$ cat src/rtl/uart_tx_framer.sv
// UART transmit framer: accepts a byte on a ready/send handshake and shifts out
// start, 8 data bits LSB first, parity and stop, each held for BAUD_DIV clocks.
module uart_tx_framer #(
  parameter int BAUD_DIV = 5208,
  parameter int CNT_W    = 16
) (
  input  logic       clock,
  input  logic       reset,
  input  logic       send,
  input  logic [7:0] data_in,
  input  logic [1:0] parity_type,
  output logic       ready,
  output logic       active_flag,
  output logic       done_flag,
  output logic       tx
);

  typedef enum logic [2:0] {
    IDLE   = 3'd0,
    START  = 3'd1,
    DATA   = 3'd2,
    PARITY = 3'd3,
    STOP   = 3'd4
  } state_t;

  localparam logic [CNT_W-1:0] CNT_LAST = CNT_W'(BAUD_DIV - 1);

  state_t           state_q;
  logic [CNT_W-1:0] cnt_q;
  logic [2:0]       idx_q;
  logic [7:0]       shift_q;
  logic [1:0]       mode_q;
  logic             xor_q;
  logic             ready_q;
  logic             active_q;
  logic             done_q;
  logic             tx_q;
  logic             bit_end;

  // Modes 10/11 carry no parity; the slot is still sent, as a constant 1.
  function automatic logic parity_bit(input logic [1:0] mode, input logic data_xor);
    case (mode)
      2'b00:   parity_bit = ~data_xor;
      2'b01:   parity_bit = data_xor;
      default: parity_bit = 1'b1;
    endcase
  endfunction

  assign bit_end = (cnt_q == CNT_LAST);

  always_ff @(posedge clock) begin
    if (reset) begin
      state_q  <= IDLE;
      cnt_q    <= '0;
      idx_q    <= '0;
      ready_q  <= 1'b1;
      active_q <= 1'b0;
      done_q   <= 1'b0;
      tx_q     <= 1'b1;
    end else begin
      done_q <= 1'b0;
      if (state_q != IDLE) begin
        cnt_q <= bit_end ? '0 : cnt_q + CNT_W'(1);
      end
      unique case (state_q)
        IDLE: begin
          tx_q <= 1'b1;
          if (send) begin
            shift_q  <= data_in;
            mode_q   <= parity_type;
            xor_q    <= ^data_in;
            cnt_q    <= '0;
            idx_q    <= '0;
            state_q  <= START;
            ready_q  <= 1'b0;
            active_q <= 1'b1;
            tx_q     <= 1'b0;
          end
        end
        START: begin
          if (bit_end) begin
            state_q <= DATA;
            idx_q   <= '0;
            tx_q    <= shift_q[0];
          end
        end
        // shift_q[0] is always the bit currently on the line
        DATA: begin
          if (bit_end) begin
            if (idx_q == 3'd7) begin
              state_q <= PARITY;
              tx_q    <= parity_bit(mode_q, xor_q);
            end else begin
              idx_q   <= idx_q + 3'd1;
              shift_q <= {1'b0, shift_q[7:1]};
              tx_q    <= shift_q[1];
            end
          end
        end
        PARITY: begin
          if (bit_end) begin
            state_q <= STOP;
            tx_q    <= 1'b1;
          end
        end
        STOP: begin
          if (bit_end) begin
            state_q  <= IDLE;
            ready_q  <= 1'b1;
            active_q <= 1'b0;
            done_q   <= 1'b1;
            tx_q     <= 1'b1;
          end
        end
        default: begin
          state_q  <= IDLE;
          ready_q  <= 1'b1;
          active_q <= 1'b0;
          tx_q     <= 1'b1;
        end
      endcase
    end
  end

  assign ready       = ready_q;
  assign active_flag = active_q;
  assign done_flag   = done_q;
  assign tx          = tx_q;

endmodule

$ cat config.mk
export PLATFORM = sky130hd
export DESIGN_NAME = uart_tx_framer
export DESIGN_NICKNAME = d
export VERILOG_FILES = /design/src/rtl/uart_tx_framer.sv
export SDC_FILE = /design/constraint.sdc
export NUM_CORES = 1
export LEC_CHECK = 0
export CORE_MARGIN = 10
export CORE_UTILIZATION = 60
export CTS_CLUSTER_SIZE = 25
export DETAILED_ROUTE_END_ITERATION = 7
export GPL_ROUTABILITY_DRIVEN = 0
export GPL_TIMING_DRIVEN = 0
export PLACE_DENSITY = 0.83
export SLEW_MARGIN = 20
export SYNTH_ARGS = -nofsm -noshare
export SYNTH_HDL_FRONTEND = slang
export SYNTH_SLANG_ARGS = --single-unit
export TNS_END_PERCENT = 100
$ cat constraint.sdc
create_clock -name clock -period 3.7 [get_ports clock]
set_input_delay 0.74 -clock clock [delete_from_list [all_inputs] [get_ports clock]]
set_output_delay 0.74 -clock clock [all_outputs]
set_load 0.005 [all_outputs]
* Word level (Yosys, flattened, before mapping)
Cells that the tools add are included.
** Storage, ports and cells
- Output and inout port bits :: 4
- Bits in registers :: 37
** Operators by class
- Eq/ne operators :: 15
- Muxes and demuxes :: 32
- Reduce and logical (&&, ||, !) cells :: 15
- $add $sub $neg :: 2
- Bitwise logic cells :: 4
** Operators by type and width (count)
- $mux W16 :: 4
- $mux W3 :: 9
- $mux W8 :: 3
- $add A16 B1 Y16 const B :: 1
- $eq A16 B13 Y1 const B :: 1
- $pmux W8 S2 :: 1
- $pmux W3 S5 :: 1
- $ne A2 B2 Y1 const B :: 7
- $reduce_and A5 Y1 :: 2
- $mux W1 :: 9
- $pmux W3 S3 :: 1
- $reduce_and A3 Y1 :: 3
- $reduce_xor A8 Y1 :: 1
- $eq A3 B2 Y1 const B :: 2
- $eq A3 B3 Y1 const B :: 2
- $pmux W1 S3 :: 2
- $reduce_and A6 Y1 :: 1
- $reduce_bool A3 Y1 :: 2
- $not A1 Y1 :: 4
- $pmux W1 S4 :: 1
- $reduce_or A2 Y1 :: 2
- $add A3 B1 Y3 const B :: 1
- $eq A3 B1 Y1 const B :: 1
- $logic_not A3 Y1 :: 1
- 6 further kinds :: 6

* Logic depth before layout (Yosys ltp)
- Word-level depth :: 5
- Gate-level depth with buffers :: 8

* Least setup slack after synthesis
Ideal clock, no wire load.
- Path kind :: input-to-reg
- Start :: input port send
- End :: register shift_q[0], enable pin
- Arrival time :: 1.989 ns
- Library setup time :: 0.395 ns
- Path buffers :: 0
- Slack :: 1.317 ns
- Required time :: 3.305 ns
- Stages :: 4
- Path through :: inv_1 > o21ai_0 > a21oi_2 > nor4_1
** Between the ends
- Word-level cells in the longest chain between the ends :: 2
** Ends and longest elaborated chain
- start: declaration :: RTL line 9 : input logic send,
- $ne A2 B2 Y1 (no source line)
- $reduce_and A5 Y1 (no source line)
- end signal: assignment :: RTL line 69 : shift_q <= data_in;
- end signal: assignment :: RTL line 95 : shift_q <= {1'b0, shift_q[7:1]};
- end: declaration :: RTL line 31 : logic [7:0] shift_q;
Every way passes these cells.
A chain may end at the register's enable or synchronous reset.

* Worst setup path after layout
- Start :: input port send
- End :: register shift_q[1], enable pin
Same word-level chain as after synthesis.

==> impl_results.md <==
* Slew Limit Fails at 0
* Fin. Hold Viols at 0
* Synth top area share at 27.4%
* CTS buffer count at 5
* Max FO, Critical Path at 6
* Area after DPL at 2120 um^2
* Syn Nets at 213
* Max_slew headroom at 34.8%
* Largest net degree at the start of global routing at 12
* Fin crit period at 2580 ps
* Initial antenna violation count at 0
* CTS sink count at 37
* Post-Syn Area at 1900 um^2
* Post-synthesis cell count at 197
* DRT iter0 DRCs at 247
* Post-Syn Area per Cell at 9.64 um^2
* Top_reg_cell synth: dfxtp_1
* Total gr overflow at 0
* Vias per cell at 6.37
* Dominant cell type by area after synthesis: dfxtp_1
* Clock Skews at 9.13 ps
* RR Endpoint: shift_q[1]$_DFFE_PP_
* Peak supply drop at 247 uV
* First-pass iteration count of the detailed router at 4
* Clock Latency Late Sink at 340 ps
* # setup viols final at 0
* CTS root buffer: clkbuf_4
* Setup bufs post-CTS at 0
* Outcome: finished, final reports clean
* Seq pwr share at 59.4%
* Synth top cells by count: dfxtp_1 (26), a21oi_1 (17), nor2_1 (12)
* Register area at 851 um^2
* Hold_buf cts at 0
* Critical path class: input pin to flip-flop
* WHS Endpoint: active_flag$_SDFFE_PP0P_
* # port buffers at 15
* Critical path endpoint category: flip-flop
* Final worst-path cycle share at 69.8%
* Yosys warns at 0
* Top-count cell post-synth: dfxtp_1
* Footprint of the multi-input gates at 982 um^2
* HPWL after detailed placement at 3.24 mm
* Design area at 2160 um^2
* Number of global-route vias before repair at 1610
* Die area at 5820 um^2
* CTS tree: done
* Drt wl/cell at 16.8 um
* Boundary Pins at 17
* Nets at 236
* Sw frac at 25.4%
* Worst hold start: active_flag$_SDFFE_PP0P_
* RSZ-0062 raised after global routing: false
* Leak Pwr at 0.736 nW
* Setup TNS at 0 ps
* Core area at 3050 um^2
* R2r worst-path depth at 6
* Min-Delay Path Depth at 2
* Cell Int Power at 547 uW
* Vias at 1689
* Fmax at 0.387 GHz
* DRC at 0
* Max-Cap Viols at 0
* Num rows at 20
* WP data arrival at 2700 ps
* Post-synthesis cell type count at 46
* Starting Density at 62.2%
* Layout cell share with drive strength beyond 1 at 11.3%
* Flop2flop setup slack at 1390 ps
* Seq/Total Area, Yosys at 44.8%
* Hold/Removal Path Class: flip-flop to flip-flop
* Gate power share at 12.9%
* Chip width at 76.3 um
* Pwr Density at 339 nW/um^2
* DRT Wirelength at 4.45 mm
* Antenna Diode Count at 0
* CTS Buffer Depth at 2
* Worst slew pin tran at 969 ps
* FFs w/ async S/R, synth at 0%
* Crit path required time at 3810 ps
* Critical path launch point type: input pin
* Clk slew on worst S/H paths at 110 ps
* Clock share of power at 27.7%
* Number of synthesized register bits at 37
* Layout fillers at 246
* Area growth, synth to finish at 14.0%
* First-pass GRT wire length at 7.52 mm
* CTS H-tree depth at 2
* Gr usage total at 15.4%
* Main area contributors after synthesis: dfxtp_1 (27%), edfxtp_1 (17%), a21oi_1 (4.5%), mux2_2 (4.2%), a311oi_1 (3.7%)
* Switching Power at 186 uW
* Number of synthesized flops with an enable pin at 11
* Chip height at 76.3 um
* Detail Route Antenna Nets at 0
* Cts repair resizes at 0
* Reg2reg start: state_q[1]$_SDFFE_PP0P_
[per-layer routing]
layer | GRT usage (%) | vias up | routed length [um]
met4 | 7.06 | 0 | 77
met5 | 0 | - | 0
met3 | 5.31 | 8 | 330
met2 | 23.2 | 67 | 2080
li1 | - | 803 | -
met1 | 19.1 | 811 | 1960
[registers in the layout (all words and copies together), names as in the netlist]
register and flops:
mode_q 2, state_q 3, active_flag 1, xor_q 1
tx 1, idx_q 3, done_flag 1, ready 1
shift_q 8, cnt_q 16
[power by group through the flow]
stage                     Clock (mW)  Sequential [mW]  Combinational (mW)
after floorplan                    0            0.444              0.0577
after global placement             0            0.444              0.0882
after CTS                      0.209            0.436              0.0941
after global routing           0.229            0.437               0.103
final                          0.203            0.436              0.0943
after detailed placement           0            0.445              0.0939
[cells in the final DEF (no fill, tap or decap), types with 3 or more instances in the layout]
cell / Yosys / routed
nand4_1: 5 / 5
xnor2_1: 7 / 7
nand2_1: 11 / 11
a311oi_1: 8 / 8
o21ai_0: 7 / 7
nor4_1: 6 / 5
nor2_1: 12 / 12
edfxtp_1: 11 / 11
nor3b_1: 4 / 4
mux2_2: 7 / 7
nand2b_1: 3 / 3
a41oi_1: 5 / 5
dfxtp_1: 26 / 26
a21oi_1: 17 / 17
buf_2: 4 / 5
nor3_1: 9 / 9
clkbuf_1: 8 / 10
clkbuf_4: 0 / 5
clkdlybuf4s50_1: 0 / 15
nand3_1: 7 / 7
ha_1: 3 / 3
[per-stage QoR]
step	power, mW	setup WS, ps	instances	hold WS, ps	util (%)
finish	0.734	1120	265	460	70.9
CTS	0.739	1160	265	464	70.9
detailed placement	0.539	781	257	449	69.3
global placement	0.533	370	256	445	68.9
global route	0.770	985	265	477	70.9
floorplan	0.502	1320	197	453	-
[worst max-delay path by stage]
stage | end | start
3_3_place_gp | shift_q[5]$_DFFE_PP_ | send
2_1_floorplan | shift_q[0]$_DFFE_PP_ | send
6_report | shift_q[1]$_DFFE_PP_ | send
3_5_place_dp | shift_q[2]$_DFFE_PP_ | send
5_1_grt | shift_q[3]$_DFFE_PP_ | send
4_1_cts | shift_q[2]$_DFFE_PP_ | send
[kinds of logic (layout without fill, tap and decap cells)]
kind of cell / count (synthesis) / in the layout / synth area share, %
AOI/OAI and AO/OA: 54 / 54 / 19.5
xor gates and xnor gates: 9 / 9 / 4.15
adders and majority gates: 3 / 3 / 1.98
buffers and inverters: 15 / 39 / 3.82
DFF: 37 / 37 / 44.8
muxes: 7 / 7 / 4.15
and+or+nand+nor: 72 / 72 / 21.6
[critical path: stages]
cell             delay [ps]
clkdlybuf4s50_1         450
nor4_1                  750
nor2_1                  160
a21oi_2                 290
nor4_2                  100
buf_2                   200
[cell type report]
cell class,count,area share (%)
clock buffers,7,2.08
multi-input cells,145,45.4
inverters,1,0.173
flip-flops and latches,37,39.3
well taps,44,2.54
clock inverters,1,0.173
plain buffers,14,3.18
repair buffers,16,7.17
No activity file was read; power rests on OpenSTA's default activity.
